<file path="config.mk">
export PLATFORM = sky130hd
export DESIGN_NAME = addr_unit
export DESIGN_NICKNAME = d
export VERILOG_FILES = /design/src/rtl/addr_unit.sv
export SDC_FILE = /design/constraint.sdc
export NUM_CORES = 1
export LEC_CHECK = 0
export BUFFER_PORTS_ARGS = -buffer_cell sky130_fd_sc_hd__buf_2
export CORE_MARGIN = 2
export CORE_UTILIZATION = 49
export DETAILED_ROUTE_END_ITERATION = 12
export PLACE_DENSITY = 0.81
export SLEW_MARGIN = 40
export SYNTH_ARGS = -nofsm -noshare
export SYNTH_HDL_FRONTEND = slang
export SYNTH_SLANG_ARGS = --single-unit
export TNS_END_PERCENT = 5
</file>
<file path="constraint.sdc">
create_clock -name clk -period 2.3 [get_ports clk]
set_input_delay 0.23 -clock clk [delete_from_list [all_inputs] [get_ports clk]]
set_output_delay 0.23 -clock clk [all_outputs]
set_load 0.01 [all_outputs]
</file>
<file path="src/rtl/addr_unit.sv">
// addr_unit: PC/IR/RDIR owner with fetch/decode/data FSM; define ADDR_UNIT_OVF_TRAP_EN to trap RDIR carry-out into err
module addr_unit #(
    parameter int unsigned   AW       = 8,
    parameter int unsigned   DW       = 16,
    parameter logic [AW-1:0] RESET_PC = '0
) (
    input  logic          clk,
    input  logic          rst,
    input  logic          run,
    output logic [AW-1:0] mem_addr,
    output logic          mem_rd,
    input  logic [DW-1:0] mem_data,
    input  logic [DW-1:0] base_in,
    output logic [DW-1:0] ir,
    output logic          ir_valid,
    input  logic          exec_valid,
    input  logic [1:0]    exec_op,
    input  logic          cond,
    output logic          data_phase,
    output logic [AW-1:0] pc,
    output logic          err
);
    typedef enum logic [2:0] {S_IDLE, S_FETCH, S_WAIT, S_DECODE, S_DATA} state_t;
    state_t        state_q, state_d, boundary;
    logic [AW-1:0] pc_q, pc_d, rdir_q, rdir_d;
    logic [DW-1:0] ir_q, ir_d;
    logic          unused_base;
`ifdef ADDR_UNIT_OVF_TRAP_EN
    logic [AW:0]   sum;
    logic          err_q, err_d;
    assign sum = {1'b0, base_in[AW-1:0]} + {1'b0, ir_q[AW-1:0]};
    assign err = err_q;
`else
    logic [AW-1:0] sum;
    assign sum = base_in[AW-1:0] + ir_q[AW-1:0];
    assign err = 1'b0;
`endif
    assign unused_base = ^base_in;
    assign boundary    = run ? S_FETCH : S_IDLE;
    always_comb begin
        state_d = state_q;
        pc_d    = pc_q;
        ir_d    = ir_q;
        rdir_d  = rdir_q;
`ifdef ADDR_UNIT_OVF_TRAP_EN
        err_d   = err_q;
`endif
        case (state_q)
            S_IDLE:   state_d = boundary;
            S_FETCH: begin
                pc_d    = pc_q + 1'b1;
                state_d = S_WAIT;
            end
            S_WAIT: begin
                ir_d    = mem_data;
                state_d = S_DECODE;
            end
            S_DECODE: if (exec_valid) begin
                state_d = boundary;
                if (exec_op == 2'b10 && cond) pc_d = ir_q[AW-1:0];
                if (exec_op == 2'b01) begin
                    rdir_d = sum[AW-1:0];
`ifdef ADDR_UNIT_OVF_TRAP_EN
                    // a carry out traps: flag it and drop the data cycle
                    if (sum[AW]) err_d = 1'b1;
                    else state_d = S_DATA;
`else
                    state_d = S_DATA;
`endif
                end
            end
            S_DATA:   state_d = boundary;
            default:  state_d = S_IDLE;
        endcase
    end
    always_ff @(posedge clk) begin
        if (rst) begin
            state_q <= S_IDLE;
            pc_q    <= RESET_PC;
            ir_q    <= '0;
            rdir_q  <= '0;
`ifdef ADDR_UNIT_OVF_TRAP_EN
            err_q   <= 1'b0;
`endif
        end else begin
            state_q <= state_d;
            pc_q    <= pc_d;
            ir_q    <= ir_d;
            rdir_q  <= rdir_d;
`ifdef ADDR_UNIT_OVF_TRAP_EN
            err_q   <= err_d;
`endif
        end
    end
    assign mem_rd     = state_q == S_FETCH;
    assign ir_valid   = state_q == S_DECODE;
    assign data_phase = state_q == S_DATA;
    assign mem_addr   = data_phase ? rdir_q : pc_q;
    assign pc         = pc_q;
    assign ir         = ir_q;
endmodule

</file>
Word level (Yosys, flattened, before mapping)
Cells that the tools add are included.
- flip-flop bits (word level): 35
- input port bits: 39
- bits in latches: 0
- output and inout port bits: 36
- bits in read-only memories: 0
- bits in writable memories: 0
- memories: 0
- word-level logic and storage cells: 28
- multiplexer cells: 8
- $mul: 0
- add/subtract/negate cells: 2
- divide/modulo/power cells: 0
- reductions and logical operators: 6
- bitwise operators: 0
- equal/unequal tests: 8
- order comparisons: 0
- shift operators: 0
- operators by type and width (operator ; number):
    $mux W8 ; 3
    $pmux W8 S2 ; 1
    $pmux W3 S4 ; 1
    $add A8 B1 Y8 const B ; 1
    $add A8 B8 Y8 ; 1
    $eq A3 B2 Y1 const B ; 2
    $mux W3 ; 2
    $reduce_and A3 Y1 ; 2
    $ne A2 B1 Y1 const B ; 2
    $eq A3 B1 Y1 const B ; 1
    $eq A3 B3 Y1 const B ; 1
    $logic_not A3 Y1 ; 1
    $eq A2 B1 Y1 const B ; 1
    $eq A2 B2 Y1 const B ; 1
    $reduce_bool A2 Y1 ; 1
    $reduce_or A2 Y1 ; 1
    $logic_and A1 B1 Y1 ; 1
    $mux W1 ; 1

Logic depth before layout (Yosys ltp)
Gate-level depths: netlist (run 1).
- depth after elaboration: 5
- depth in mapped cells: 7
- depth with buffers taken out: 7

Worst setup path after synthesis (run 1)
No wires, ideal clock.
- path kind: flip-flop to flip-flop
- from: register ir_q[0], in the netlist ir[0]
- to: register rdir_q[6]
- arrival: 1.721 ns
- path buffers: 0
- setup time: 0.073 ns
- data required time: 2.227 ns
- slack: 0.505 ns
- stages on the path, launching flop included: 8
- cells stage by stage: dfxtp_1 -> ha_1 -> inv_1 -> fa_1 -> nor2b_1 -> o31ai_1 -> a2111o_1 -> o211ai_2
- word-level cells in the longest chain between the ends: 1
- ends and longest elaborated chain (what ; line ; source):
    start, declared ; 26 ; logic [DW-1:0] ir_q, ir_d;
    start signal, assigned ; 88 ; ir_q <= ir_d;
    $add A8 B8 Y8 ; 35 ; assign sum = base_in[AW-1:0] + ir_q[AW-1:0];
    end signal, assigned ; 89 ; rdir_q <= rdir_d;
    end, declared ; 25 ; logic [AW-1:0] pc_q, pc_d, rdir_q, rdir_d;
No other way between the ends.
A chain may end at the register's enable or synchronous reset.

Worst setup path after layout (run 1)
- from: register state_q[1]
- to: output port mem_addr[3]
- word-level cells in the longest chain between the ends: 2
- ends and longest elaborated chain (what ; line ; source):
    start, declared ; 24 ; state_t state_q, state_d, boundary;
    start signal, assigned ; 86 ; state_q <= state_d;
    $eq A3 B3 Y1 ; 97 ; assign data_phase = state_q == S_DATA;
    $mux W8 ; 98 ; assign mem_addr = data_phase ? rdir_q : pc_q;
    end, declared ; 10 ; output logic [AW-1:0] mem_addr,
No other way between the ends.

==> metrics.yaml, run 1 <==
first_pass_iters: 4
rsz0062_at_grt: "false"
grt_pass1_vias: 1726
final-seq-area_um2: 701
synth_cells: 238
vias: 1892
vdd_drop_max_mv: 0.416
sw_frac_of_total: 0.284
synth_warnings: 0
dp_cells: 340
p_seq_frac: 0.472
met1_length_um: 2120
max_stage_delay_ns: 0.47
comb_power_share: 0.184
multi_input_area_um2: 1150
finalSetupTns_ns: 0
start_util: 0.521
status: "finished clean"
nFillCells: 360
finalHoldViolations: 0
reg2reg_to: "rdir_q[6]$_SDFFE_PP0P_"
drive_above_1_share: 0.310
reg2reg_depth: 7
clk_latency_ns: 0.29
timing.rr.start: "ir[0]$_SDFFE_PP0P_"
ctsLongestPathBuffers: 2
finish.utilization: 0.634
fin_total_pwr_mw: 1.43
cts.repair.resized: 0
rrSetupSlack_ns: 0.36
worstPathRequired_ns: 2.07
crit_start: "state_q[1]$_SDFFE_PP0P_"
grt_usage: 0.228
antenna_found_initial: 0
power_density_nw_per_um2: 602
gp_congestion: 0.895
hold_start: "mem_data[1]"
slew_violations: 0
wl_um: 4710
post-dp-hpwl_um: 3410
antennaDiodeCount: 0
postCtsHoldBufs: 0
clockPowerShare: 0.344
syn_nets: 286
path_cells: "nor2_1 -> and2_1 -> mux2_2 -> buf_2"
num_rows: 22
setup_viol: 0
clk_pin_slew_worst_paths_ns: 0.07
io_buffers: 65
p_leak_nw: 1.08
switchingPower_uw: 406
crit_path_end_kind: "output pin"
cts_setup_buffers: 0
fin_crit_sh: 0.938
cts_buffers: 5
clock_sinks: 35
first_iter_violations: 138
path_delay_family: "simple AND/OR/NAND/NOR gates"
layout.nets: 347
max_freq_ghz: 0.463
die_w_um: 67.1
wl_per_cell_um: 13.5
skew_ns: 0.00887
core_region_area_um2: 3740
drcViolationCount: 0
die_h_um: 67.1
synth_edf_count: 0
synth.avg_cell_area_um2: 8.19
met2_wirelength_um: 2180
yosysUniqueCellTypes: 51
viasPerCell: 5.44
slowest_stage: "dfxtp_1"
grt_max_degree: 41
root_buffer: "clkbuf_8"
worst_hold_path_type: "in2reg"
worst_slew_pin_slew_ns: 0.704
start_kind: "register"
synthFlopType: "dfxtp_1"
yosysSeqAreaShare: 0.359
path_class: "reg2out"
max_cap_violations: 0
synth_area_um2: 1950
dieArea_um2: 4500
ys_seq_elements: 35
layout.cells.non_filler: 348
path_depth: 4
drtAntennaViolNets: 0
grt_pass1_wl_um: 7630
async_reset_ff_frac: 0
internal-power_mw: 1.02
pin_count: 75
cts_tree: "built"
fin_area_um2: 2370
placed_area_um2: 2270
worstSetupEndpoint: "mem_addr[3]"
route.met3.wl_um: 311
routed.top_layer: "met4"
syn_to_final_growth_pct: 21.8
cp.arrival_ns: 1.93
max_slew_margin: 0.531
path_buf_inv: 1
grt-ovfl-total: 0
cts_max_level: 2
critPathMaxFanout: 13
fin_crit_ns: 2.16
==> registers in the layout (all words and copies together) (netlist names) <==
register / count
rdir_q: 8
state_q: 3
pc: 8
ir: 16
==> logic make-up (layout without fill, tap and decap cells) <==
| group | count (synthesis) | count (layout) | synth area share |
|---|---|---|---|
| and+or+nand+nor | 95 | 95 | 0.251 |
| AOI/OAI and AO/OA | 66 | 66 | 0.214 |
| DFF | 35 | 35 | 0.359 |
| buffers and inverters | 21 | 83 | 0.0526 |
| adders and majority gates | 9 | 9 | 0.0616 |
| muxes | 9 | 9 | 0.0507 |
| xor gates and xnor gates | 2 | 2 | 0.00899 |
| other | 1 | 1 | 0.00192 |
==> layout make-up <==
type / count / area share
Timing Repair Buffer: 66 / 0.140
Tap cell: 48 / 0.0253
Clock buffer: 8 / 0.0422
Inverter: 9 / 0.0142
Sequential cell: 35 / 0.295
Multi-Input combinational cell: 182 / 0.483
==> worst min-delay path, stage by stage <==
cell,delay [ns]
buf_2,0.09
nand2_1,0.04
a21oi_1,0.05
==> cells in the final DEF, fill, tap and decap left out, types with 6 or more instances in the layout <==
master	count
clkbuf_8	7
dfxtp_1	35
mux2_2	7
a21oi_1	28
ha_1	8
o21ai_0	13
nand3_1	6
buf_2	65
nor2_1	14
nand2_1	46
a211oi_1	7
inv_1	8
==> power groups by stage <==
stage	combinational (mW)	sequential, mW	clock (mW)
finish	0.263	0.675	0.491
global route	0.298	0.678	0.533
CTS	0.265	0.674	0.501
detailed placement	0.263	0.688	0
global placement	0.258	0.686	0
floorplan	0.171	0.688	0
==> through the flow <==
stage          hold WS [ns]  setup WS [ns]
2_1_floorplan         0.366          0.505
4_1_cts               0.171          0.127
6_report              0.179          0.142
5_1_grt               0.169         0.0421
3_5_place_dp          0.448          0.376
3_3_place_gp          0.439          0.438
==> layer usage <==
| metal | track usage | up-vias |
|---|---|---|
| met5 | 0 | - |
| met4 | 0.128 | 0 |
| met3 | 0.0608 | 12 |
| met2 | 0.360 | 69 |
| met1 | 0.277 | 847 |
| li1 | - | 964 |
==> worst min path at each step <==
stage	endpoint	cells past startpoint	slack (ns)
after detailed placement	ir[10]$_SDFFE_PP0P_	2	0.45
after global placement	ir[8]$_SDFFE_PP0P_	2	0.44
after floorplan	ir[10]$_SDFFE_PP0P_	2	0.37
final	ir[1]$_SDFFE_PP0P_	3	0.18
after global routing	ir[1]$_SDFFE_PP0P_	3	0.17
after CTS	ir[5]$_SDFFE_PP0P_	3	0.17
==> Yosys cell counts, types with 2 or more instances <==
cell type,count,area share
o21ai_0,13,0.033
ha_1,8,0.051
o21a_1,3,0.012
nand3_1,6,0.015
mux2_2,7,0.040
or2_2,4,0.013
dfxtp_1,35,0.36
o211ai_1,2,0.0077
nand4_1,2,0.0064
buf_2,4,0.010
mux2i_1,2,0.010
a21oi_1,28,0.072
nor2_1,14,0.027
inv_1,8,0.015
and2_1,4,0.013
clkbuf_1,4,0.0077
nand2_1,46,0.089
or3_1,2,0.0064
nand3b_1,3,0.012
a2111o_1,2,0.012
a211oi_1,7,0.027
nand2b_1,3,0.0096
buf_6,2,0.012
nor3_1,2,0.0051
No activity file was read; power rests on OpenSTA's default activity.
==> run 2: changes to the inputs <==
Settings changed: RECOVER_POWER set to 25.
==> run 2 against run 1 <==
Compared with the run above: die area stayed put; sequential power about the same; core utilization down 0.57 points; clock power is essentially flat; clock-buffer cell count is the same; flip-flop and latch count unchanged; wire length fell by 0.45%; worst hold slack improved by 0.00090 ns; total power decreased by 0.39%; critical path depth stayed put; combinational power fell by 2%; highest routed layer unchanged.
==> metrics.yaml, run 2 (synthesis results as in run 1) <==
num_rows: 22  # unchanged
die_h_um: 67.1  # unchanged
antenna_found_initial: 0  # unchanged
cts_buffers: 5  # unchanged
path_class: "reg2out"
p_leak_nw: 1.01  # -6.7%
layout.nets: 347  # unchanged
start_kind: "register"
comb_power_share: 0.181  # -0.003
grt_max_degree: 41  # unchanged
wl_um: 4690  # -0.45%
placed_area_um2: 2270  # unchanged
max_freq_ghz: 0.464  # about the same
clk_latency_ns: 0.29  # about the same
grt_pass1_vias: 1726  # unchanged
clock_sinks: 35  # unchanged
fin_area_um2: 2350  # -0.90%
worstPathRequired_ns: 2.07  # about the same
skew_ns: 0.00957  # +0.000693 ns
max_cap_violations: 0  # unchanged
antennaDiodeCount: 0  # unchanged
slew_violations: 0  # unchanged
nFillCells: 367  # +1.9%
power_density_nw_per_um2: 605  # +0.51%
p_seq_frac: 0.474  # +0.002
setup_viol: 0  # unchanged
grt_pass1_wl_um: 7630  # unchanged
core_region_area_um2: 3740  # unchanged
final_common_cell: "buf_2"
worst_hold_path_type: "in2reg"
cts.repair.resized: 0  # unchanged
largest_reg_flops: 16  # unchanged
multi_input_area_um2: 1150  # unchanged
clockPowerShare: 0.344  # about the same
fin_crit_ns: 2.16  # -0.00168 ns
max_slew_margin: 0.529  # -0.00186
wl_per_cell_um: 13.5  # -0.45%
grt-ovfl-total: 0  # unchanged
io_buffers: 65  # unchanged
grt_usage: 0.228  # unchanged
post-dp-hpwl_um: 3410  # unchanged
drive_above_1_share: 0.253  # -0.0567
finalHoldViolations: 0  # unchanged
hold_start: "mem_data[1]"
critPathMaxFanout: 13  # unchanged
syn_to_final_growth_pct: 20.7
layout.cells.non_filler: 348  # unchanged
drcViolationCount: 0  # unchanged
cts_setup_buffers: 0  # unchanged
mostFrequentLayoutCells: "buf_2 (48), nand2_1 (46), dfxtp_1 (35)"
vdd_drop_max_mv: 0.414  # -0.65%
sw_frac_of_total: 0.284  # +0.000467
timing.rr.start: "ir[0]$_SDFFE_PP0P_"
internal-power_mw: 1.02  # -0.46%
finalSetupTns_ns: 0  # unchanged
status: "finished clean"
dieArea_um2: 4500  # unchanged
final-seq-area_um2: 701  # unchanged
vias: 1898  # +0.32%
crit_start: "state_q[1]$_SDFFE_PP0P_"
first_pass_iters: 4  # unchanged
switchingPower_uw: 405  # -0.23%
die_w_um: 67.1  # unchanged
start_util: 0.521  # unchanged
fin_total_pwr_mw: 1.42  # -0.39%
cts_tree: "built"
fin_crit_sh: 0.937  # about the same
cp.arrival_ns: 1.93  # about the same
pin_count: 75  # unchanged
dp_cells: 340  # unchanged
clk_pin_slew_worst_paths_ns: 0.07  # about the same
root_buffer: "clkbuf_8"
viasPerCell: 5.45  # +0.32%
first_iter_violations: 130  # -5.8%
ctsLongestPathBuffers: 2  # unchanged
drtAntennaViolNets: 0  # unchanged
postCtsHoldBufs: 0  # unchanged
rsz0062_at_grt: "false"
gp_congestion: 0.895  # unchanged
cts_max_level: 2  # unchanged
worst_slew_pin_slew_ns: 0.706  # +0.00279 ns
crit_path_end_kind: "output pin"
==> run 2: changes by cell type in the layout (fill, tap and decap cells not counted), sizes merged <==
| cell | before | now |
|---|---|---|
| buf | 66 | 49 |
| clkbuf | 8 | 25 |
==> run 2: per-stage QoR <==
stage	worst slack [ns]	hold WS, ns	util
finish	0.144	0.179	0.628
global route	0.0421	0.169	0.628
CTS	0.127	0.171	0.634
detailed placement	0.376	0.448	0.607
global placement	0.438	0.439	0.607
floorplan	0.505	0.366	-
==> run 2: final timing paths <==
path | endpoint | slack (ns) | cells past startpoint
setup / recovery | mem_addr[7] | 0.14 | 4
hold / removal | ir[1]$_SDFFE_PP0P_ | 0.18 | 3
setup reg to reg | rdir_q[6]$_SDFFE_PP0P_ | 0.36 | 7
hold reg to reg | ir[10]$_SDFFE_PP0P_ | 0.46 | 2
==> run 2: routing by layer <==
metal / vias up / track usage / part of all wire / wire length (µm)
li1: 964 / - / - / -
met1: 847 / 0.277 / 0.44 / 2090
met2: 73 / 0.360 / 0.46 / 2150
met3: 14 / 0.0608 / 0.069 / 326
met4: 0 / 0.128 / 0.027 / 125
met5: - / 0 / 0 / 0
==> run 2: worst max-delay path: stages (launching register included) <==
cell and delay (ns):
dfxtp_1 0.47, nor2_1 0.23, and2_1 0.41, mux2_2 0.39
buf_2 0.14
==> run 2: area by class of cell <==
type                    count  area share
clock buffers               8      0.0426
multi-input cells         182       0.487
well taps                  48      0.0255
flip-flops and latches     35       0.298
repair buffers             66       0.132
inverters                   9      0.0144
==> run 2: power by group through the flow <==
stage                     Sequential (mW)  Combinational (mW)  Clock (mW)
after detailed placement            0.688               0.263           0
final                               0.675               0.258       0.490
after CTS                           0.674               0.265       0.501
after floorplan                     0.688               0.171           0
after global placement              0.686               0.258           0
after global routing                0.679               0.293       0.533
